File: config.mk
export PLATFORM = sky130hd
export DESIGN_NAME = mine_scheduler
export DESIGN_NICKNAME = d
export VERILOG_FILES = /design/src/rtl/mine_scheduler.sv
export SDC_FILE = /design/constraint.sdc
export NUM_CORES = 1
export LEC_CHECK = 0
export BUFFER_PORTS_ARGS = -buffer_cell sky130_fd_sc_hd__buf_2
export CORE_MARGIN = 1.5
export CORE_UTILIZATION = 52
export CTS_CLUSTER_DIAMETER = 50
export DETAILED_ROUTE_END_ITERATION = 6
export PLACE_DENSITY = 0.78
export SYNTH_ARGS = -nofsm -noshare
export SYNTH_HDL_FRONTEND = slang
export SYNTH_SLANG_ARGS = --single-unit
File: constraint.sdc
create_clock -name clock -period 3.62 [get_ports clock]
set_clock_uncertainty 0.1 [all_clocks]
set_input_delay 0.181 -clock clock [delete_from_list [all_inputs] [get_ports clock]]
set_output_delay 0.181 -clock clock [all_outputs]
set_load 0.01 [all_outputs]
File: src/rtl/mine_scheduler.sv
// mine_scheduler: round-robin nonce issue to NUM_CORES hash cores.
// Optional completed-hash counter enabled by MINE_SCHED_STATS_EN.
module mine_scheduler #(
  parameter int NUM_CORES = 4,
  parameter int PTR_W     = 2
) (
  input  logic                   clock,
  input  logic                   reset,
  input  logic                   start,
  input  logic                   abort,
  input  logic [31:0]            nonce_start,
  input  logic [31:0]            nonce_end,
  output logic [NUM_CORES-1:0]   core_issue,
  output logic [32*NUM_CORES-1:0] core_nonce,
  output logic                   core_abort,
  input  logic [NUM_CORES-1:0]   core_done,
  input  logic [NUM_CORES-1:0]   core_hit,
  output logic                   busy,
  output logic                   found,
  output logic                   exhausted,
  output logic [31:0]            found_nonce,
  output logic [31:0]            hashes_done
);

  typedef enum logic [2:0] {
    S_IDLE,
    S_RUN,
    S_DRAIN,
    S_FOUND,
    S_EXH
  } state_t;

  state_t state;
  state_t state_nx;

  logic [NUM_CORES-1:0]       busy_vec;
  logic [NUM_CORES-1:0]       busy_vec_nx;
  logic [PTR_W-1:0]           rr_ptr;
  logic [PTR_W-1:0]           rr_ptr_nx;
  logic [31:0]                next_nonce;
  logic [31:0]                next_nonce_nx;
  logic [31:0]                last;
  logic [31:0]                last_nx;
  logic [NUM_CORES-1:0][31:0] nonce_q;
  logic [NUM_CORES-1:0]       issue_nx;
  logic                       abort_nx;
  logic [31:0]                found_nonce_nx;

  logic                 idle_like;
  logic                 live;
  logic                 start_ok;
  logic                 hit;
  logic                 do_issue;
  logic                 is_last;
  logic                 gnt_any;
  logic [PTR_W-1:0]     gnt_idx;
  logic [PTR_W-1:0]     hit_idx;
  logic [NUM_CORES-1:0] done_vec;
  logic [NUM_CORES-1:0] hit_vec;
  logic [31:0]          cur_nonce;
  logic [31:0]          cur_last;

  assign idle_like = (state == S_IDLE) ||
                     (state == S_FOUND) ||
                     (state == S_EXH);
  assign live      = (state == S_RUN) ||
                     (state == S_DRAIN);
  assign start_ok  = start && idle_like && !abort;
  // done from idle cores or outside a run is dropped
  assign done_vec  = live ? (core_done & busy_vec) : '0;
  assign hit_vec   = done_vec & core_hit;
  assign hit       = (|hit_vec) && !abort;
  // the start cycle issues from the freshly sampled range
  assign cur_nonce = start_ok ? nonce_start : next_nonce;
  assign cur_last  = start_ok ? nonce_end : last;
  assign do_issue  = gnt_any && !abort && !hit &&
                     (start_ok || (state == S_RUN));
  assign is_last   = do_issue && (cur_nonce == cur_last);

  // round-robin search for the first free core at or after rr_ptr
  always_comb begin
    gnt_any = 1'b0;
    gnt_idx = '0;
    for (int k = NUM_CORES - 1; k >= 0; k--) begin
      int j;
      j = int'(rr_ptr) + k;
      if (j >= NUM_CORES) j = j - NUM_CORES;
      if (!busy_vec[j]) begin
        gnt_any = 1'b1;
        gnt_idx = PTR_W'(j);
      end
    end
  end

  // lowest-index hit wins
  always_comb begin
    hit_idx = '0;
    for (int i = NUM_CORES - 1; i >= 0; i--) begin
      if (hit_vec[i]) hit_idx = PTR_W'(i);
    end
  end

  // state register with registered status flags
  always_ff @(posedge clock) begin
    if (!reset) begin
      state     <= S_IDLE;
      busy      <= 1'b0;
      found     <= 1'b0;
      exhausted <= 1'b0;
    end else begin
      state     <= state_nx;
      busy      <= (state_nx == S_RUN) ||
                   (state_nx == S_DRAIN);
      found     <= (state_nx == S_FOUND);
      exhausted <= (state_nx == S_EXH);
    end
  end

  // next-state logic; abort overrides everything
  always_comb begin
    state_nx = state;
    unique case (state)
      S_IDLE, S_FOUND, S_EXH: begin
        if (start_ok)
          state_nx = is_last ? S_DRAIN : S_RUN;
      end
      S_RUN: begin
        if (hit) state_nx = S_FOUND;
        else if (is_last) state_nx = S_DRAIN;
      end
      S_DRAIN: begin
        if (hit) state_nx = S_FOUND;
        else if ((busy_vec & ~done_vec) == '0)
          state_nx = S_EXH;
      end
      default: state_nx = S_IDLE;
    endcase
    if (abort) state_nx = S_IDLE;
  end

  // next values of the registered datapath outputs
  always_comb begin
    issue_nx = '0;
    if (do_issue) issue_nx[gnt_idx] = 1'b1;
    abort_nx = abort || hit;
    if (abort || hit)
      busy_vec_nx = '0;
    else
      busy_vec_nx = (busy_vec & ~done_vec) | issue_nx;
    rr_ptr_nx = rr_ptr;
    if (do_issue) begin
      if (gnt_idx == PTR_W'(NUM_CORES - 1))
        rr_ptr_nx = '0;
      else
        rr_ptr_nx = gnt_idx + PTR_W'(1);
    end
    next_nonce_nx = do_issue ? cur_nonce + 32'd1 : next_nonce;
    last_nx = start_ok ? nonce_end : last;
    found_nonce_nx = found_nonce;
    if (hit) found_nonce_nx = nonce_q[hit_idx];
    else if (start_ok) found_nonce_nx = '0;
  end

  // datapath registers
  always_ff @(posedge clock) begin
    if (!reset) begin
      busy_vec    <= '0;
      rr_ptr      <= '0;
      next_nonce  <= '0;
      last        <= '0;
      nonce_q     <= '0;
      core_issue  <= '0;
      core_abort  <= 1'b0;
      found_nonce <= '0;
    end else begin
      busy_vec    <= busy_vec_nx;
      rr_ptr      <= rr_ptr_nx;
      next_nonce  <= next_nonce_nx;
      last        <= last_nx;
      core_issue  <= issue_nx;
      core_abort  <= abort_nx;
      found_nonce <= found_nonce_nx;
      for (int i = 0; i < NUM_CORES; i++) begin
        if (issue_nx[i]) nonce_q[i] <= cur_nonce;
      end
    end
  end

  assign core_nonce = nonce_q;

`ifdef MINE_SCHED_STATS_EN
  logic [31:0] hash_cnt;
  logic [5:0]  pc;
  logic [32:0] sum;

  // popcount of completions this cycle, saturating add
  always_comb begin
    pc = '0;
    for (int i = 0; i < NUM_CORES; i++) begin
      pc = pc + 6'(done_vec[i]);
    end
    sum = {1'b0, hash_cnt} + 33'(pc);
  end

  // completed-hash counter, restarted with each run
  always_ff @(posedge clock) begin
    if (!reset)
      hash_cnt <= '0;
    else if (start_ok)
      hash_cnt <= '0;
    else if (live && !abort)
      hash_cnt <= sum[32] ? '1 : sum[31:0];
  end

  assign hashes_done = hash_cnt;
`else
  assign hashes_done = '0;
`endif

endmodule

## Word level (Yosys, flattened, before mapping)

Index checks and enable logic that the tools add are counted.

| storage, ports and cells | value |
|---|---|
| flip-flop bits (word level) | 241 |
| input port bits | 76 |
| output and inout port bits | 200 |
| word-level logic and storage cells | 120 |

| operators by class | value |
|---|---|
| $add $sub $neg | 9 |
| magnitude comparators | 11 |
| equal/unequal tests | 10 |
| multiplexer cells | 47 |
| bitwise operators | 6 |
| reductions and logical operators | 22 |

Operator list:

| kind | count |
|---|---|
| 2-to-1 mux 32 bit | 9 |
| < comparator 32 x 4 -> 1 bit (second input constant) | 4 |
| binary-select mux 32 bit (select 2 bit) | 1 |
| adder 32 x 1 -> 32 bit (second input constant) | 1 |
| == test 32 bit | 1 |
| 2-to-1 mux 2 bit | 10 |
| 2-to-1 mux 3 bit | 6 |
| 2-to-1 mux 1 bit | 13 |
| AND 4 bit | 3 |
| == test 3 x 2 -> 1 bit (second input constant) | 4 |
| subtractor 3 x 3 -> 4 bit (second input constant) | 3 |
| greater-or-equal comparator 3 bit (second input constant) | 3 |
| case mux 3 bit (3 select lines) | 1 |
| binary-select mux 1 bit (select 2 bit) | 4 |
| logical AND 1 bit | 8 |
| 2-to-1 mux 4 bit | 2 |
| adder 2 x 2 -> 3 bit (second input constant) | 2 |
| == test 3 x 1 -> 1 bit (second input constant) | 2 |
| == test 3 bit (second input constant) | 2 |
| logical OR 1 bit | 6 |
| < comparator 2 x 3 -> 1 bit (second input constant) | 2 |
| logical NOT 4 bit | 1 |
| inverter 4 bit | 1 |
| bitwise OR 4 bit | 1 |
| 14 further kinds | 15 |

## Longest topological paths before layout

| depth | value |
|---|---|
| depth after elaboration | 20 |
| depth in mapped cells | 13 |
| mapped depth without buffers | 10 |

## Least setup slack after synthesis

No wires, ideal clock.

| timing | value |
|---|---|
| path kind | reg-to-reg |
| start | register state[0] |
| end | register next_nonce[30] |
| library setup time | 130 ps |
| data arrival time | 2765 ps |
| data required time | 3390 ps |
| path slack | 624 ps |
| stages on the path, launching flop included | 14 |
| path buffers | 3 |
| clock period less this slack | 2996 ps |
| cell sequence | dfxtp_1 buf_2 nand3b_2 a21oi_4 buf_2 buf_2 mux2i_1 inv_1 ha_1 nor3b_4 nand2_2 nor4_2 xor2_1 o22ai_1 |

| on the way | value |
|---|---|
| elaborated cells on any way between the ends | 20 |
| those cells by class | 1 x add/sub; 4 x eq/ne; 2 x mux; 1 x bitwise; 12 x reduce/logical |

RTL lines:

| element | RTL line | source |
|---|---|---|
| start, declared | 33 | `state_t state;` |
| start signal, assigned | 111 | `state <= state_nx;` |
| == test 3 x 2 -> 1 bit / logical NOT 3 bit (equally long branches) | 64, 63 |  |
| logical OR 1 bit | 63 | `assign idle_like = (state == S_IDLE) \|\|` |
| logical OR 1 bit * | 64 | `(state == S_FOUND) \|\|` |
| logical AND 1 bit * (2 in a row) | 68 | `assign start_ok = start && idle_like && !abort;` |
| 2-to-1 mux 32 bit * | 74 | `assign cur_nonce = start_ok ? nonce_start : next_nonce;` |
| net cur_nonce[0] | 60 | `logic [31:0] cur_nonce;` |
| adder 32 x 1 -> 32 bit * | 157 | `next_nonce_nx = do_issue ? cur_nonce + 32'd1 : next_nonce;` |
| end signal, assigned | 178 | `next_nonce <= next_nonce_nx;` |
| end, declared | 40 | `logic [31:0] next_nonce;` |

Mark *: on every way through the listed nets, which the timed path passes. The rest lies on a longest branch.
A chain may end at the register's enable or synchronous reset.

## Final worst setup path

Ends and elaborated chain as after synthesis.

==> metrics.yaml <==
fp.coreArea_sq_um: 21820
row_count: 54
layout.nets: 1750
proportion_of_layout_cells_with_a_drive_suffix_above_1: 0.2013
final.period_utilization: 0.8714
synthCells: 1446
post-route-drc-count: 0
avgRoutedWirePerCell_microns: 18.60
cellPowerDensity_nw_per_um2: 440.1
setup.worst_path.class: "register to register"
path_clk_slew_ns: 0.06
finalWeightedCongestion: 0.9686
post_synth_main_area_contributors: "dfxtp_1 (42%), a211oi_1 (8.6%), nand2_1 (7.7%)"
die_height_microns: 152.1
root_buffer: "clkbuf_16"
synth-seq-cells: 241
io_pins: 276
most_numerous_cell_types_in_the_synthesized_netlist: "dfxtp_1 (241), nand2_1 (236), nor2_1 (167)"
numPortBuffers: 243
grt_setup_unrepaired: "no"
yosys.area_share.xor_xnor: 0.06748
peakVddDrop_mv: 0.2836
worst_min_path_class: "input port to register"
starting_density_of_the_core: 0.5294
postCtsResizedCells: 0
netlist_area_sq_um: 11550
cts-buffers-inserted: 27
yosysUniqueCellTypes: 52
number_of_detailed_route_iterations_in_the_first_pass: 5
yosysWarnings: 0
leftover_overflow_at_the_end_of_global_routing: 0
main_combinational_cell_family_by_area_after_synthesis: "simple AND/OR/NAND/NOR gates"
postRouteAntennaNets: 0
postSynth.topFlopCell: "dfxtp_1"
die_footprint_sq_um: 23120
grt_pass1_wl_mm: 57.21
netlist.area_leader.share: 0.4176
worst_ep_arrival_time_ns: 3.45
grt_max_degree: 102
timing.final.max_slew_violations: 0
max_freq_mhz: 317.0
total_leakage_power_uw: 0.005643
first_global_vias: 10349
synth.area.mux_share: 0.04917
worstSetupEndpointType: "register"
route.final.wire_length_mm: 36.62
cts-htree-levels: 1
setup-violations-final: 0
grtUsageTotal: 0.3032
fin_setup_tns_ns: 0
layoutNonFillerInstCount: 1969
die_x_microns: 152.1
path_max_fanout: 11
syn_avg_cell_area_sq_um: 7.989
detailed_place.area_sq_um: 12860
synth_edf_count: 0
setup.reg_to_reg.worst_slack_ns: 0.47
outcome: "completed"
antenna_violations_before_repair: 0
flow.area_growth_from_synthesis_pct: 22.26
timing.final.hold_violations: 0
max_slew.worst_pin.slew_ns: 0.8814
cts.path.max_buffers: 3
design_area_sq_um: 14120
synth_compound_gate_area_share: 0.1453
tritoncts: "yes"
placed_cells_incl_taps: 1885
clk_latency_ns: 0.54
avgViaCountPerCell: 5.828
final.min_clock_period_ns: 3.155
synth_area_leader_cell: "dfxtp_1"
library_cell_with_the_highest_instance_count_after_synthesis: "dfxtp_1"
timing.max_cap.violations: 0
critical_path_required_ns: 3.92
synth_seq_area_share: 0.4176
initialDrtViolationCount: 1111
ys_async_sr_fraction: 0
insertedDiodeCount: 0
synth_fa_ha_area_frac: 0.005415
cts.sinks: 241
fin_util: 0.6472
simple_gate_share_of_the_synthesized_area: 0.2525
timing.max_slew.rel_slack: 0.4124
vias: 11475
timing.critical_path.from_type: "register"
dp_hpwl_mm: 24.87
[what timing repair did]
action | CTS | global route
hold buffers | 35 | 0
buffers inserted | 0 | 0
hold endpoints to repair | 38 | 0
[cells in the final DEF (no fill, tap or decap), types with 32 or more instances in the layout]
cell / instances
a211oi_1: 132
a21oi_1: 77
buf_2: 243
conb_1: 32
dfxtp_1: 241
dlygate4sd3_1: 35
mux2i_1: 50
nand2_1: 236
nand3_1: 152
nor2_1: 167
xor2_1: 65
[worst paths after layout]
check | from | endpoint | cells past startpoint
worst max-delay path | state[0]$_SDFF_PN0_ | next_nonce[30]$_SDFFE_PN0P_ | 10
worst min-delay path | core_done[3] | busy_vec[3]$_SDFF_PP0_ | 4
worst max register to register | state[0]$_SDFF_PN0_ | next_nonce[30]$_SDFFE_PN0P_ | 10
worst min register to register | found_nonce[9]$_SDFFE_PN0P_ | found_nonce[9]$_SDFFE_PN0P_ | 2
[worst max-delay path: stages, from the launching register on]
cell and delay (ns):
dfxtp_1 0.54, nand3b_2 0.19, a21oi_4 0.42, mux2i_1 0.28, inv_1 0.11, ha_1 0.26
nor3b_4 0.37, nand2_2 0.20, nor4_2 0.28, xor2_1 0.18, o22ai_1 0.08
[where the power goes]
part	switching, uW	total (uW)	internal [uW]
clock	1130	2780	1650
combinational	403	648	245
sequential	66.7	2790	2720
total	1600	6220	4610
[kinds of logic (layout without fill, tap and decap cells)]
family / after synthesis / count (layout)
flip-flops: 241 / 241
buffers and inverters: 149 / 361
AO/OA/AOI/OAI: 255 / 255
XOR/XNOR: 89 / 89
other: 1 / 32
AND/OR/NAND/NOR: 650 / 650
multiplexers: 56 / 56
adder cells (fa/ha/maj): 5 / 5
[layout make-up]
type / count / area (sq um)
Sequential cell: 241 / 4825
Timing Repair Buffer: 303 / 1842
Fill cell: 1898 / 7700
Multi-Input combinational cell: 1087 / 6151
Clock buffer: 35 / 765.7
Tap cell: 280 / 350.3
Inverter: 9 / 38.79
Clock inverter: 14 / 151.4
[routing by layer]
layer	GRT usage	vias up	part of all wire
li1	-	5422	-
met1	0.4220	5368	0.43
met2	0.4883	596	0.46
met3	0.03736	89	0.084
met4	0.1003	0	0.032
met5	0	-	0
[sequential cells by signal, summed over array words and instances, names as in the netlist, 2 cells and up]
| name | cells |
|---|---|
| next_nonce | 32 |
| found_nonce | 32 |
| rr_ptr | 2 |
| core_nonce | 128 |
| busy_vec | 4 |
| state | 3 |
| last | 32 |
| core_issue | 4 |
[metrics by stage]
step	hold WS [ns]	power [uW]	setup WS, ns
2_1_floorplan	0.2170	3232	0.6241
3_3_place_gp	0.3423	3430	0.5864
3_5_place_dp	0.3506	3444	0.5237
4_1_cts	0.02289	6226	0.4970
5_1_grt	0.07324	6418	0.1673
6_report	0.03974	6216	0.4654
(Power assumes the default switching activity.)
